==> config.mk <==
export PLATFORM = sky130hd
export DESIGN_NAME = esm_issue_ctrl
export DESIGN_NICKNAME = d
export VERILOG_FILES = /design/src/rtl/esm_issue_ctrl.sv
export SDC_FILE = /design/constraint.sdc
export NUM_CORES = 1
export LEC_CHECK = 0
export CORE_MARGIN = 2
export CORE_UTILIZATION = 37
export CTS_CLUSTER_DIAMETER = 60
export DETAILED_ROUTE_END_ITERATION = 8
export GPL_TIMING_DRIVEN = 0
export SLEW_MARGIN = 10
export SYNTH_ARGS = -nofsm -noshare
export SYNTH_HDL_FRONTEND = slang
export SYNTH_SLANG_ARGS = --single-unit
==> constraint.sdc <==
create_clock -name clk -period 3.43 [get_ports clk]
set_input_delay 0.686 -clock clk [delete_from_list [all_inputs] [get_ports clk]]
set_output_delay 0.686 -clock clk [all_outputs]
set_load 0.005 [all_outputs]
==> src/rtl/esm_issue_ctrl.sv <==
// esm_issue_ctrl: instruction-buffer slot owner for the ESM dependency path.
// Allocates slots, stores dependency rows, offers ready slots, retires completions.
//
// Ports:
//   clk, rst        clock, synchronous active-high reset
//   alloc_req       new instruction wants a slot
//   alloc_dep       dependency row (bit j: waits on slot j)
//   alloc_gnt       request accepted this cycle (combinational)
//   alloc_index     granted slot (lowest free), valid with alloc_gnt
//   full            no free slot (combinational)
//   issue_valid     registered offer of a ready slot
//   issue_index     registered offered slot
//   issue_ready     execute stage takes the offer
//   cmpl_valid      a slot finished
//   cmpl_index      finished slot
//   occ_count       number of non-free slots (registered)
//   err             sticky: completion hit a slot that was not issued
module esm_issue_ctrl #(
    parameter int bs = 16
) (
    input  logic                     clk,
    input  logic                     rst,
    input  logic                     alloc_req,
    input  logic [bs-1:0]            alloc_dep,
    output logic                     alloc_gnt,
    output logic [$clog2(bs)-1:0]    alloc_index,
    output logic                     full,
    output logic                     issue_valid,
    output logic [$clog2(bs)-1:0]    issue_index,
    input  logic                     issue_ready,
    input  logic                     cmpl_valid,
    input  logic [$clog2(bs)-1:0]    cmpl_index,
    output logic [$clog2(bs):0]      occ_count,
    output logic                     err
);

    localparam int bs_bits = $clog2(bs);

    typedef enum logic [1:0] {
        S_FREE,
        S_WAIT,
        S_ISSUED
    } slot_st_e;

    slot_st_e           state_q [bs];
    slot_st_e           state_d [bs];
    logic [bs-1:0]      dep_q   [bs];
    logic [bs-1:0]      dep_d   [bs];

    logic               issue_valid_q, issue_valid_d;
    logic [bs_bits-1:0] issue_index_q, issue_index_d;
    logic [bs_bits:0]   occ_count_q, occ_count_d;
    logic               err_q, err_d;

    logic [bs-1:0]      free_vec;
    logic [bs-1:0]      elig_vec;
    logic [bs-1:0]      own_mask;
    logic [bs-1:0]      cmpl_mask;
    logic [bs-1:0]      alloc_row;
    logic [bs_bits-1:0] free_idx;
    logic [bs_bits-1:0] pick_idx;
    logic               pick_any;
    logic               hs;
    logic               cmpl_ok;

    assign hs      = issue_valid_q & issue_ready;
    assign cmpl_ok = cmpl_valid & (state_q[cmpl_index] == S_ISSUED);

    // Slot classification and lowest-index selection.
    always_comb begin
        free_vec = '0;
        elig_vec = '0;
        for (int i = 0; i < bs; i++) begin
            free_vec[i] = (state_q[i] == S_FREE);
            elig_vec[i] = (state_q[i] == S_WAIT) && (dep_q[i] == '0);
        end
        // The slot leaving on this cycle's handshake must not be re-offered.
        if (hs) begin
            elig_vec[issue_index_q] = 1'b0;
        end

        free_idx = '0;
        pick_idx = '0;
        pick_any = 1'b0;
        for (int i = bs - 1; i >= 0; i--) begin
            if (free_vec[i]) begin
                free_idx = bs_bits'(i);
            end
            if (elig_vec[i]) begin
                pick_idx = bs_bits'(i);
                pick_any = 1'b1;
            end
        end
    end

    assign full        = ~|free_vec;
    assign alloc_gnt   = alloc_req & ~full;
    assign alloc_index = free_idx;

    // Free slots cannot be producers; a producer completing this very
    // cycle is forwarded so the new row never waits on a dead slot.
    always_comb begin
        own_mask  = '0;
        cmpl_mask = '0;
        own_mask[free_idx] = 1'b1;
        if (cmpl_valid) begin
            cmpl_mask[cmpl_index] = 1'b1;
        end
        alloc_row = alloc_dep & ~free_vec & ~own_mask & ~cmpl_mask;
    end

    always_comb begin
        for (int i = 0; i < bs; i++) begin
            state_d[i] = state_q[i];
            dep_d[i]   = dep_q[i];
            if (cmpl_ok) begin
                dep_d[i][cmpl_index] = 1'b0;
            end
        end

        if (cmpl_ok) begin
            state_d[cmpl_index] = S_FREE;
        end
        if (hs) begin
            state_d[issue_index_q] = S_ISSUED;
        end
        // Alloc row is written after the column clear so forwarding wins.
        if (alloc_gnt) begin
            state_d[free_idx] = S_WAIT;
            dep_d[free_idx]   = alloc_row;
        end

        issue_valid_d = issue_valid_q;
        issue_index_d = issue_index_q;
        if (!issue_valid_q || hs) begin
            issue_valid_d = pick_any;
            issue_index_d = pick_idx;
        end

        occ_count_d = occ_count_q
                    + (bs_bits + 1)'(alloc_gnt)
                    - (bs_bits + 1)'(cmpl_ok);
        err_d       = err_q | (cmpl_valid & ~cmpl_ok);
    end

    always_ff @(posedge clk) begin
        if (rst) begin
            for (int i = 0; i < bs; i++) begin
                state_q[i] <= S_FREE;
                dep_q[i]   <= '0;
            end
            issue_valid_q <= 1'b0;
            issue_index_q <= '0;
            occ_count_q   <= '0;
            err_q         <= 1'b0;
        end else begin
            for (int i = 0; i < bs; i++) begin
                state_q[i] <= state_d[i];
                dep_q[i]   <= dep_d[i];
            end
            issue_valid_q <= issue_valid_d;
            issue_index_q <= issue_index_d;
            occ_count_q   <= occ_count_d;
            err_q         <= err_d;
        end
    end

    assign issue_valid = issue_valid_q;
    assign issue_index = issue_index_q;
    assign occ_count   = occ_count_q;
    assign err         = err_q;

endmodule

**Word level (Yosys, flattened, before mapping)**

Memory sizes are Yosys's and may differ from the RTL's.
Cells that the tools add are included.

- Add/subtract/negate cells: 2
- $mul: 0
- Divide/modulo/power cells: 0
- $lt $le $gt $ge: 12
- Equality and inequality tests: 17
- Shift operators: 0
- Mux-type cells: 120
- Bitwise logic cells: 74
- Reductions and logical operators: 58

Operators by type and width:

| cell | number |
|---|---|
| 16-bit 2-to-1 mux | 35 |
| 16-bit bitwise AND | 22 |
| 256-bit bitwise mux | 1 |
| 16-bit zero test | 16 |
| 256-bit 2-to-1 mux | 1 |
| 4-bit 2-to-1 mux | 32 |
| 16-bit inverter | 7 |
| 32-bit 2-to-1 mux | 3 |
| 16-bit demux with 4-bit select | 1 |
| 2-bit 2-to-1 mux | 19 |
| 1-bit OR | 33 |
| 32-bit bitwise AND | 1 |
| 2-bit by 1-bit == test with 1-bit output (second input constant) | 16 |
| 2-bit zero test | 16 |
| 32-bit inverter | 1 |
| 16-bit OR | 2 |
| 2-bit demux with 4-bit select | 3 |
| 1-bit logical AND | 22 |
| 1-bit 2-to-1 mux | 22 |
| 16-bit OR reduction | 1 |
| 5-bit >= comparator (second input constant) | 3 |
| 4-bit by 5-bit < comparator with 1-bit output (second input constant) | 3 |
| 5-bit by 1-bit < comparator with 1-bit output (second input constant) | 3 |
| 4-bit inverter with 5-bit output | 3 |
| other kinds (9) | 17 |

- Register bits after elaboration: 11
- Bits in latches: 0
- Bits in writable memories: 288
- Memory bits (read-only): 0
- Input bits: 25
- Output and inout bits: 17
- Logic and storage cells: 289
- Memories kept: 2

Memories:

| memory | depth | bits a word | rd ports | clocked after memory_dff | wr ports | RTL line | RTL |
|---|---|---|---|---|---|---|---|
| dep_q | 16 | 16 | 16 | 0 | 16 | 47 | `logic [bs-1:0] dep_q [bs];` |
| state_q | 16 | 2 | 17 | 0 | 16 | 45 | `slot_st_e state_q [bs];` |

**Longest topological paths before layout**

Gate-level depths: netlist of the first run.

- Depth after elaboration: 27
- Gate-level depth with buffers: 18
- Gate-level depth less buffers: 16

**Worst setup path after synthesis of the first run**

No wires, ideal clock.

- Path kind: input -> register
- Start: in cmpl_index[1]
- End: reg occ_count_q[4] (netlist: occ_count[4])
- Arrival: 3296 ps
- Required time: 3302 ps
- Slack: 7 ps
- Stages on the path: 17
- Cell sequence: buf_2 -> buf_2 -> a32o_1 -> o21ai_0 -> o21ai_0 -> a221oi_1 -> nor2b_1 -> ha_1 -> inv_1 -> ha_1 -> inv_1 -> fa_1 -> inv_1 -> a21o_1 -> a21oi_1 -> xnor2_1 -> nor2_1

- Cells in the longest elaborated chain, start to end: 4

RTL lines:

| item | RTL line | RTL |
|---|---|---|
| from (decl) | 32 | `input logic [$clog2(bs)-1:0] cmpl_index,` |
| memory 16 x 2 bit | -- |  |
| 2-bit == test | 67 | `assign cmpl_ok = cmpl_valid & (state_q[cmpl_index] == S_ISSUED);` |
| 1-bit bitwise AND | 67 |  |
| 5-bit by 1-bit subtractor with 5-bit output | 142 | `- (bs_bits + 1)'(cmpl_ok);` |
| to (signal assigned) | 163 | `occ_count_q <= occ_count_d;` |
| to (decl) | 52 | `logic [bs_bits:0] occ_count_q, occ_count_d;` |

Every way passes these cells.
A chain may end at the register's enable or synchronous reset.

==> results of run 1 <==
[layer usage]
metal,global-route usage,up-vias,wire length [um]
met3,0.0512,126,4020
met4,0.132,0,2460
met1,0.368,5635,20100
li1,-,5238,-
met2,0.419,571,20400
met5,0,-,0
[final cells by class]
| cell class | instances | area share |
|---|---|---|
| plain buffers | 99 | 0.0319 |
| inverters | 24 | 0.00622 |
| flip-flops and latches | 299 | 0.414 |
| multi-input cells | 965 | 0.401 |
| repair buffers | 42 | 0.0283 |
| well taps | 442 | 0.0382 |
| clock buffers | 51 | 0.0737 |
| clock inverters | 8 | 0.00751 |
[cells in the final DEF (no fill, tap or decap), types with 7 or more instances in the layout]
cell and count:
sky130_fd_sc_hd__nand2b_1 9, sky130_fd_sc_hd__dfxtp_1 294, sky130_fd_sc_hd__buf_1 7, sky130_fd_sc_hd__nand3_1 135, sky130_fd_sc_hd__clkbuf_1 62, sky130_fd_sc_hd__nor2_1 55, sky130_fd_sc_hd__o211ai_1 51, sky130_fd_sc_hd__and3_1 19
sky130_fd_sc_hd__nor4_1 69, sky130_fd_sc_hd__inv_1 24, sky130_fd_sc_hd__clkbuf_16 37, sky130_fd_sc_hd__a21oi_1 36, sky130_fd_sc_hd__nand2_1 121, sky130_fd_sc_hd__or3_1 20, sky130_fd_sc_hd__clkdlybuf4s50_1 39, sky130_fd_sc_hd__o21ai_0 194
sky130_fd_sc_hd__buf_2 22, sky130_fd_sc_hd__nor3_1 26, sky130_fd_sc_hd__nor3b_1 12, sky130_fd_sc_hd__mux2i_1 70, sky130_fd_sc_hd__nor2b_1 16, sky130_fd_sc_hd__o22ai_1 10, sky130_fd_sc_hd__clkbuf_8 9
[metrics by stage]
stage / area [um2] / util / total power (W)
2_1_floorplan: 12300 / - / 0.00388
3_3_place_gp: 13200 / 0.406 / 0.00412
3_5_place_dp: 13200 / 0.406 / 0.00412
4_1_cts: 14400 / 0.443 / 0.00788
5_1_grt: 14500 / 0.444 / 0.00806
6_report: 14500 / 0.444 / 0.00785
[kinds of logic (layout without fill, tap and decap cells)]
family | after synthesis | after routing
AOI/OAI and AO/OA | 352 | 352
xor gates and xnor gates | 4 | 4
adders and majority gates | 6 | 6
buffers and inverters | 123 | 224
DFF | 299 | 299
muxes | 71 | 71
and+or+nand+nor | 532 | 532
[power by group through the flow]
stage                     clock (W)  sequential, W  combinational [W]
after global placement            0        0.00360           0.000518
after CTS                   0.00382        0.00353           0.000527
after global routing        0.00396        0.00353           0.000569
after floorplan                   0        0.00360           0.000280
final                       0.00379        0.00353           0.000538
after detailed placement          0        0.00360           0.000523
[state kept, by name (all words and copies together), names as in the netlist]
signal / count
state_q: 32
occ_count: 5
issue_valid: 1
err: 1
dep_q: 256
issue_index: 4
[tightest hold or removal path, delay by kind of cell (launching register included)]
kind | cells | cell delay, ns
flip-flops | 1 | 0.31
AND/OR/NAND/NOR | 2 | 0.08
[what timing repair did]
| action | CTS | global route |
|---|---|---|
| gates resized for setup | 7 | 29 |
| setup buffers | 1 | 0 |
| hold buffers | 0 | 0 |
| endpoints found under the setup margin | 6 | 47 |
| pin swaps | 1 | 1 |
[worst min path at each step]
stage,endpoint,cells past startpoint
floorplan,dep_q[1][110]$_SDFF_PP0_,2
global placement,dep_q[1][110]$_SDFF_PP0_,2
detailed placement,dep_q[1][110]$_SDFF_PP0_,2
CTS,dep_q[1][110]$_SDFF_PP0_,2
global route,dep_q[1][110]$_SDFF_PP0_,2
finish,dep_q[1][110]$_SDFF_PP0_,2
==> Flow_metrics.wiki, run 1 <==
{| class="wikitable"
! Metric !! Value
|-
| Result of the run || complete, but fails checks
|-
| Violations in the final reports || negative setup slack
|-
| Worst clock skew || 0.0110 ns
|-
| Worst slew margin || 0.200
|-
| Fill cell count || 3218
|-
| Deepest clock path buffer count || 3
|-
| Peak per-stage delay on the critical path || 0.98 ns
|-
| Ratio of cells with drive above 1 in the final layout || 0.0894
|-
| Remaining global-route overflow || 0
|-
| Min setup slack post-route || -0.0680 ns
|-
| Routed wire length per instance || 24.4 um
|-
| Placeable Area || 32600 um2
|-
| Die outline area || 34700 um2
|-
| Switching power of the nets || 0.00185 W
|-
| Number of port buffers || 40
|-
| Area leader, netlist || sky130_fd_sc_hd__dfxtp_1
|-
| Data required time at the worst endpoint || 3.80 ns
|-
| Register cell area after layout || 5990 um2
|-
| Share of total power in combinational logic || 0.068
|-
| Ratio of routed vias to standard cells || 5.99
|-
| Pin count of the biggest net entering global routing || 15
|-
| Detailed-routing iteration count for the pre-antenna-repair pass || 8
|-
| Initial standard-cell utilization of the core || 0.376
|-
| P_int || 0.00600 W
|-
| Signal arrival time at the worst endpoint || 3.86 ns
|-
| Cell count after placement || 1870
|-
| Global-route wire length before repair || 69.1 mm
|-
| Remaining antenna violation count || 0
|-
| # nets final || 1497
|-
| Unrepaired setup endpoints after global routing || yes
|-
| FFs w/ async S/R, synth || 0
|-
| Stages on worst setup path || 7
|-
| DP Wirelength || 34.4 mm
|-
| Number of clock buffers inserted by TritonCTS || 35
|-
| Number of synthesized flops with an enable pin || 0
|-
| Hold Violations, Final || 0
|-
| Power density of the placed cells || 542 nW/um2
|-
| Area share of fa/ha/maj cells after synthesis || 0.00673
|-
| Master cell of the clock root buffer || sky130_fd_sc_hd__clkbuf_16
|-
| HP Class || flip-flop to flip-flop
|-
| Fraction of power spent switching nets || 0.236
|-
| Worst Setup End Kind || flip-flop
|-
| Clk slew on worst S/H paths || 0.06 ns
|-
| Antenna violations before repair || 0
|-
| Sequential power share || 0.449
|-
| Maxcap violations || 0
|-
| Maximum net fanout on the critical path || 10
|-
| Synth unique cells || 73
|-
| Worst Hold Slack || 0.435 ns
|-
| Peak supply drop || 0.000265 V
|-
| Class of the most critical setup path || primary input to flip-flop
|-
| Number of slew-limit violations in the final report || 0
|-
| # H-tree levels || 2
|-
| Width of the chip || 186 um
|-
| Min Clock Period, post-route || 3.50 ns
|-
| Diode insertion count for antenna repair || 0
|-
| Period utilisation layout || 1.02
|-
| Largest cells by area after synthesis || sky130_fd_sc_hd__dfxtp_1, sky130_fd_sc_hd__o21ai_0, sky130_fd_sc_hd__mux2i_1
|-
| Reg-to-Reg Start || state_q[3][0]$_SDFF_PP0_
|-
| DR DRC count || 0
|-
| Worst reg2reg path endpoint || occ_count[4]$_SDFF_PP0_
|-
| Source of the critical timing path || cmpl_valid
|-
| Flip-flop cell with the highest count after synthesis || sky130_fd_sc_hd__dfxtp_1
|-
| Synth top area share || 0.488
|-
| Static Leak || 5.56 nW
|-
| Part of the Yosys area used for sequential elements || 0.488
|-
| Number of global-route vias before repair || 10900
|-
| Worst skew pair latency || 0.51 ns
|-
| GRT Total Usage || 0.272
|-
| Site row count || 66
|-
| Worst slack, placed || -0.884 ns
|-
| Synth cell count leaders || sky130_fd_sc_hd__dfxtp_1, sky130_fd_sc_hd__o21ai_0, sky130_fd_sc_hd__nand3_1
|-
| Crit path launch type || primary input
|-
| Proportion of synthesized area in mux cells || 0.0589
|-
| End of the critical path || dep_q[0][69]$_SDFF_PP0_
|-
| Area share of and/or/nand/nor cells after synthesis || 0.227
|-
| CP max stage cell || sky130_fd_sc_hd__o21ai_0
|-
| Final weighted congestion in routability-driven placement || 0.995
|-
| Warning count from the yosys run || 0
|-
| Footprint of the multi-input gates || 5800 um2
|-
| Most instantiated library cell after synthesis || sky130_fd_sc_hd__dfxtp_1
|-
| Vias || 11600
|-
| Fin cells || 1930
|-
| Number of endpoints failing setup at the final stage || 10
|-
| Number of design-rule violations left by the first detailed-router iteration || 1115
|-
| Cells along the critical path || clkdlybuf4s50_1 -> nor2b_1 -> clkbuf_1 -> nand2_1 -> o21ai_0 -> clkbuf_1 -> o21ai_0
|-
| Post-synthesis to final-layout area growth || 18.0%
|-
| Final total negative setup slack || -0.343 ns
|-
| Number of register bits inferred by synthesis || 299
|-
| Main combinational cell family by area after synthesis || simple AND/OR/NAND/NOR gates
|-
| Origin of the worst min-delay path || dep_q[1][110]$_SDFF_PP0_
|-
| Post-synthesis instance area || 12300 um2
|-
| Y dimension of the die || 186 um
|-
| Synthesized netlist net count || 1418
|-
| DRT Wirelength || 47.1 mm
|-
| Synth Area in Compound Gates || 0.173
|-
| Actual transition at the worst max-transition pin || 1.19 ns
|-
| R2R cell count || 15
|-
| R2r setup slk || 0.22 ns
|-
| I/O pin total || 42
|-
| XOR/XNOR share of the synthesized area || 0.00285
|-
| Kind of cell with the highest combined delay on the critical path || buffers and inverters
|-
| Achievable Freq || 0.286 GHz
|-
| TritonCTS clock tree || yes
|-
| CP Buf/Inv Count || 3
|-
| Mean Syn Cell Area || 8.85 um2
|-
| Clock Power Share || 0.483
|-
| Number of instances in the synthesized netlist || 1387
|-
| TritonCTS sink count || 299
|}
No activity file was read; power rests on OpenSTA's default activity.
==> inputs of run 2 (changes only) <==
--- a/config.mk
+++ b/config.mk
@@ -5,6 +5,7 @@
 export SDC_FILE = /design/constraint.sdc
 export NUM_CORES = 1
 export LEC_CHECK = 0
+export ABC_CLOCK_PERIOD_IN_PS = 3430
 export CORE_MARGIN = 2
 export CORE_UTILIZATION = 37
 export CTS_CLUSTER_DIAMETER = 60
==> results of run 2 <==
No change in the layout: final DEF, timing and power equal those of run 1.
